===== src/rtl/sequenciador_acumulador_pkg.sv =====
// Shared definitions for the accumulator sequencer: FSM state encoding and default widths.
package sequenciador_acumulador_pkg;

    localparam int unsigned AddrWDefault = 8;

    typedef enum logic [1:0] {
        StOcioso     = 2'd0,
        StLendo      = 2'd1,
        StEsvaziando = 2'd2,
        StFim        = 2'd3
    } state_e;

endpackage


===== src/rtl/sequenciador_acumulador.sv =====
// Sequencer that streams a block of memory words into the accumulator, one word per cycle,
// driving the Load/Transfer strobes through a two-flop delay line behind the read enable.
module sequenciador_acumulador
    import sequenciador_acumulador_pkg::*;
#(
    parameter int unsigned ADDR_W = AddrWDefault
) (
    input  logic              clk_i,
    input  logic              rst_ni,
    input  logic              start_i,
    input  logic [ADDR_W-1:0] base_addr_i,
    input  logic [ADDR_W:0]   count_i,
    output logic [ADDR_W-1:0] mem_addr_o,
    output logic              mem_rd_o,
    output logic              load_o,
    output logic              transfer_o,
    output logic              busy_o,
    output logic              done_o
);

    localparam logic [ADDR_W-1:0] AddrOne = 1;
    localparam logic [ADDR_W:0]   CntOne  = 1;

    state_e            state_q;
    logic [ADDR_W-1:0] addr_q;
    logic [ADDR_W:0]   remaining_q;
    logic              mem_rd_q;
    logic              load_q;
    logic              transfer_q;
    logic              busy_q;
    logic              done_q;

    always_ff @(posedge clk_i or negedge rst_ni) begin
        if (!rst_ni) begin
            state_q     <= StOcioso;
            addr_q      <= '0;
            remaining_q <= '0;
            mem_rd_q    <= 1'b0;
            load_q      <= 1'b0;
            transfer_q  <= 1'b0;
            busy_q      <= 1'b0;
            done_q      <= 1'b0;
        end else begin
            load_q     <= mem_rd_q;
            transfer_q <= load_q;
            done_q     <= 1'b0;
            unique case (state_q)
                StOcioso: begin
                    if (start_i) begin
                        if (count_i != '0) begin
                            state_q     <= StLendo;
                            addr_q      <= base_addr_i;
                            remaining_q <= count_i - CntOne;
                            mem_rd_q    <= 1'b1;
                            busy_q      <= 1'b1;
                        end else begin
                            state_q <= StFim;
                            done_q  <= 1'b1;
                        end
                    end
                end
                StLendo: begin
                    // remaining_q counts reads still owed after the one issued this cycle
                    if (remaining_q == '0) begin
                        state_q  <= StEsvaziando;
                        mem_rd_q <= 1'b0;
                    end else begin
                        addr_q      <= addr_q + AddrOne;
                        remaining_q <= remaining_q - CntOne;
                    end
                end
                StEsvaziando: begin
                    // Load low now means Transfer drops at this edge: last addition lands
                    if (!load_q) begin
                        state_q <= StFim;
                        busy_q  <= 1'b0;
                        done_q  <= 1'b1;
                    end
                end
                StFim: begin
                    state_q <= StOcioso;
                end
                default: begin
                    state_q <= StOcioso;
                end
            endcase
        end
    end

    assign mem_addr_o = addr_q;
    assign mem_rd_o   = mem_rd_q;
    assign load_o     = load_q;
    assign transfer_o = transfer_q;
    assign busy_o     = busy_q;
    assign done_o     = done_q;

endmodule


===== config.mk =====
export PLATFORM = sky130hd
export DESIGN_NAME = sequenciador_acumulador
export DESIGN_NICKNAME = d
export VERILOG_FILES = /design/src/rtl/sequenciador_acumulador_pkg.sv /design/src/rtl/sequenciador_acumulador.sv
export SDC_FILE = /design/constraint.sdc
export NUM_CORES = 1
export LEC_CHECK = 0
export ABC_AREA = 1
export CORE_MARGIN = 10
export CORE_UTILIZATION = 50
export DETAILED_ROUTE_END_ITERATION = 8
export HOLD_SLACK_MARGIN = 0.08
export PLACE_DENSITY = 0.82
export SYNTH_ARGS = -nofsm -noshare
export SYNTH_HDL_FRONTEND = slang
export SYNTH_SLANG_ARGS = --single-unit

===== constraint.sdc =====
create_clock -name clk_i -period 2.4 [get_ports clk_i]
set_input_delay 0.48 -clock clk_i [delete_from_list [all_inputs] [get_ports clk_i]]
set_output_delay 0.48 -clock clk_i [all_outputs]
set_load 0.005 [all_outputs]

==> impl_metrics.csv, run 1 <==
group,metric,value,unit
outcome,status,"completed",
global_routing,grt_pass1_vias,1523,
sta,rsz0062_at_grt,"no",
synth,synth_common_cells,"nand2_1, inv_1, dfrtp_1",
routing,first_iter_violations,86,
sta,fin_crit_sh,86.19,%
synth,synth_top_family_by_area,"simple AND/OR/NAND/NOR gates",
cts,cts_made_buffers,3,
synth,synth-xor-area-share,0.5014,%
worst_setup_path,r2r_slack,0.33,ns
synth,synth.most_common_cell,"nand2_1",
synth,synth_top_area_share,34.38,%
floorplanning,start_util,51.93,%
synth,synth.mux.area_fraction,0,%
cts,path_clk_slew,0.14,ns
worst_setup_path,worstPathRequired,2.67,ns
worst_setup_path,cp.depth,11,
routing,dr.pass1.iters,4,
routing,drcViolationCount,0,
global_routing,grtUsageMet2,21.94,%
worst_setup_path,crit_top_cell,"nand2_1",
cts,numClockSinks,24,
global_routing,met1_usage,15.78,%
cts,clock-root-buffer,"clkbuf_4",
final_layout,drive_above_1_share,9.689,%
routing,drtAntennaViolNets,0,
hold_path,hold_path.class,"flop to flop",
sta,worst_slack,0.3314,ns
synth,yosys.area_share.simple,39.90,%
worst_setup_path,r2r_cells,11,
worst_setup_path,r2r_start,"state_q[1]",
worst_setup_path,path_delay_family,"simple AND/OR/NAND/NOR gates",
final_layout,final-instance-count-excl-fill,335,
worst_setup_path,crit_chain,"inv_1 > ha_1 > buf_4 > nand2_1 > nand2_1 > ha_1 > nand3_2 > nor2_4 > xor2_1 > nand2_1 > o21ai_2",
routing,wl,3991,um
cts,ctsHtreeMaxLevel,1,
worst_setup_path,startpoint_type,"flop",
sta,drv_slew,0,
synth,synth_area_leaders,"dfrtp_1, nand2_1, inv_1",
pwr,power,2599,uW
routing,num_vias,1654,
synth,yosysTopAreaCell,"dfrtp_1",
sta,fin_skew,0.004846,ns
worst_setup_path,cpPeakStageDelay,0.43,ns
routing,vias_per_cell,4.937,
synth,synth_adder_area_share,3.582,%
place,port_buffers,32,
cts,holdBufCountCts,0,
cts,cts_tree,"done",
global_routing,grt_pass1_wl,6789,um
synth,yosysSeqAreaShare,34.38,%
global_routing,grt_use_met3,2.815,%
global_routing,antenna_found_initial,0,
synth,synth-edff-count,0,
synth,yosys_warnings,0,
worst_setup_path,crit_path_end,"remaining_q[4]",
hold_path,worstHoldPathCells,0,
cts,post-cts-setup-buffers,0,
job,cap_violations,0,
worst_setup_path,startpoint,"state_q[1]",
synth,synth.cell_area,1747,sq um
synth,synth_nets,284,
routing,wl_per_cell,11.91,um
sta,slew_headroom,65.44,%
floorplanning,core-area,3363,sq um
cts,cts_buffer_depth,2,
floorplanning,pin_count,33,
synth,syn_inst,259,
synth,synth_seq_cells,24,
worst_setup_path,path_max_fanout,24,
sta,finalSetupViolCount,0,
hold_path,min_from,"mem_rd_o",
synth,syn_avg_cell_area,6.744,sq um
place,dp_cells,331,
final_layout,nets,315,
sta,fmax,483.4,MHz
final_layout,n_antenna_cell,0,
place,place_ws,0.3518,ns
worst_setup_path,crit_type,"flop to flop",
worst_setup_path,slowest_stage,"dfrtp_1",
cts,post_cts_resize_count,0,
worst_setup_path,worst-path-buf-inv,2,
global_routing,grt_busiest_layer,"met2",
synth,synth_compound_area_share,9.456,%
sta,tightest_slew,0.5172,ns
final_layout,area_delta_synth_final,20.13,%
worst_setup_path,end_kind,"flop",
global_routing,track_usage,12.91,%
synth,ys.flop_type,"dfrtp_1",
sta,tns,0,ns
worst_setup_path,worst-endpoint-arrival,2.34,ns
place,dp_hpwl,2998,um
global_routing,grt_overflow,0,
pwr,peakVddDrop,558.7,uV
sta,finalCriticalPeriod,2.069,ns
final_layout,postLayoutCoreUtil,62.39,%
final_layout,n_fill_cell,317,
pwr,power_density,1239,nW/um^2
synth,ys_types,28,
place,gp_congestion,0.8609,
floorplanning,die_h,79.11,um
cts,clk_latency,0.33,ns
global_routing,grt_max_degree,25,
sta,hold_viol_final,0,
synth,async_flop_share,100.0,%
pwr,p_leak,0.001075,uW
worst_setup_path,rr_endpoint,"remaining_q[4]",
floorplanning,die_w,79.11,um
floorplanning,dieArea,6258,sq um
floorplanning,rows,21,
## report_power, final
group	leakage (uW)	internal, uW	switching, uW
clock	0.0000210	93.0	135
combinational	0.000768	628	986
sequential	0.000286	587	171
## worst reg2reg max path: cells and delay by family, from the launching register on
| family | cells | cell delay [ns] |
|---|---|---|
| and+or+nand+nor | 5 | 0.50 |
| adders and majority gates | 2 | 0.46 |
| DFF | 1 | 0.43 |
| buffers and inverters | 2 | 0.40 |
| xor gates and xnor gates | 1 | 0.15 |
| AOI/OAI and AO/OA | 1 | 0.07 |
## layout by cell type, fill, tap and decap left out, types with 3 or more instances in the layout
cell / instances
nand3_1: 22
dfrtp_1: 24
clkdlybuf4s50_1: 32
inv_1: 30
ha_1: 5
clkbuf_4: 3
nand2_2: 3
nor2_4: 3
o21ai_2: 4
nand4_1: 3
inv_2: 3
nand2_1: 106
nor2_1: 16
o21ai_1: 8
o21ai_0: 10
## registers in the layout, summed over array words and instances, names as in the netlist
register     cells
mem_rd_o         1
state_q          2
mem_addr_o       8
remaining_q      9
busy_o           1
transfer_o       1
done_o           1
load_o           1
## routing by layer
metal / up-vias / wire length [um] / share of wire, %
met1: 747 / 1853 / 46
li1: 863 / - / -
met4: 0 / 65 / 1.6
met5: - / 0 / 0
met2: 37 / 1878 / 47
met3: 7 / 192 / 4.8
## worst min-delay path by stage
| stage | endpoint |
|---|---|
| 3_3_place_gp | load_o |
| 4_1_cts | transfer_o |
| 6_report | load_o |
| 2_1_floorplan | busy_o |
| 5_1_grt | load_o |
| 3_5_place_dp | transfer_o |
## layout make-up
cell class | count | area, sq um | share of cell area, %
clock buffer | 4 | 36.28 | 1.729
timing repair buffer | 34 | 335.3 | 15.98
multi-input combinational | 193 | 933.4 | 44.48
tap | 46 | 57.56 | 2.743
inverter | 34 | 135.1 | 6.440
sequential | 24 | 600.6 | 28.62
## logic make-up after synthesis
kind of cell / Yosys count
AND/OR/NAND/NOR: 160
AO/OA/AOI/OAI: 27
adder cells (fa/ha/maj): 5
XOR/XNOR: 1
flip-flops: 24
buffers and inverters: 42
## through the flow
stage          hold WS, ns  cell area [sq um]
2_1_floorplan       0.1844               1747
6_report            0.4432               2098
3_5_place_dp        0.4152               2062
3_3_place_gp        0.4132               2062
5_1_grt             0.4669               2098
4_1_cts             0.4485               2098
Power figures use the tool's default switching activity.
==> run 2, diff against run 1 <==
--- a/config.mk
+++ b/config.mk
@@ -11,6 +11,7 @@
 export DETAILED_ROUTE_END_ITERATION = 8
 export HOLD_SLACK_MARGIN = 0.08
 export PLACE_DENSITY = 0.82
+export SLEW_MARGIN = 40
 export SYNTH_ARGS = -nofsm -noshare
 export SYNTH_HDL_FRONTEND = slang
 export SYNTH_SLANG_ARGS = --single-unit
==> results of run 2 <==
The final DEF is identical to that of run 1; final timing and power are the same.
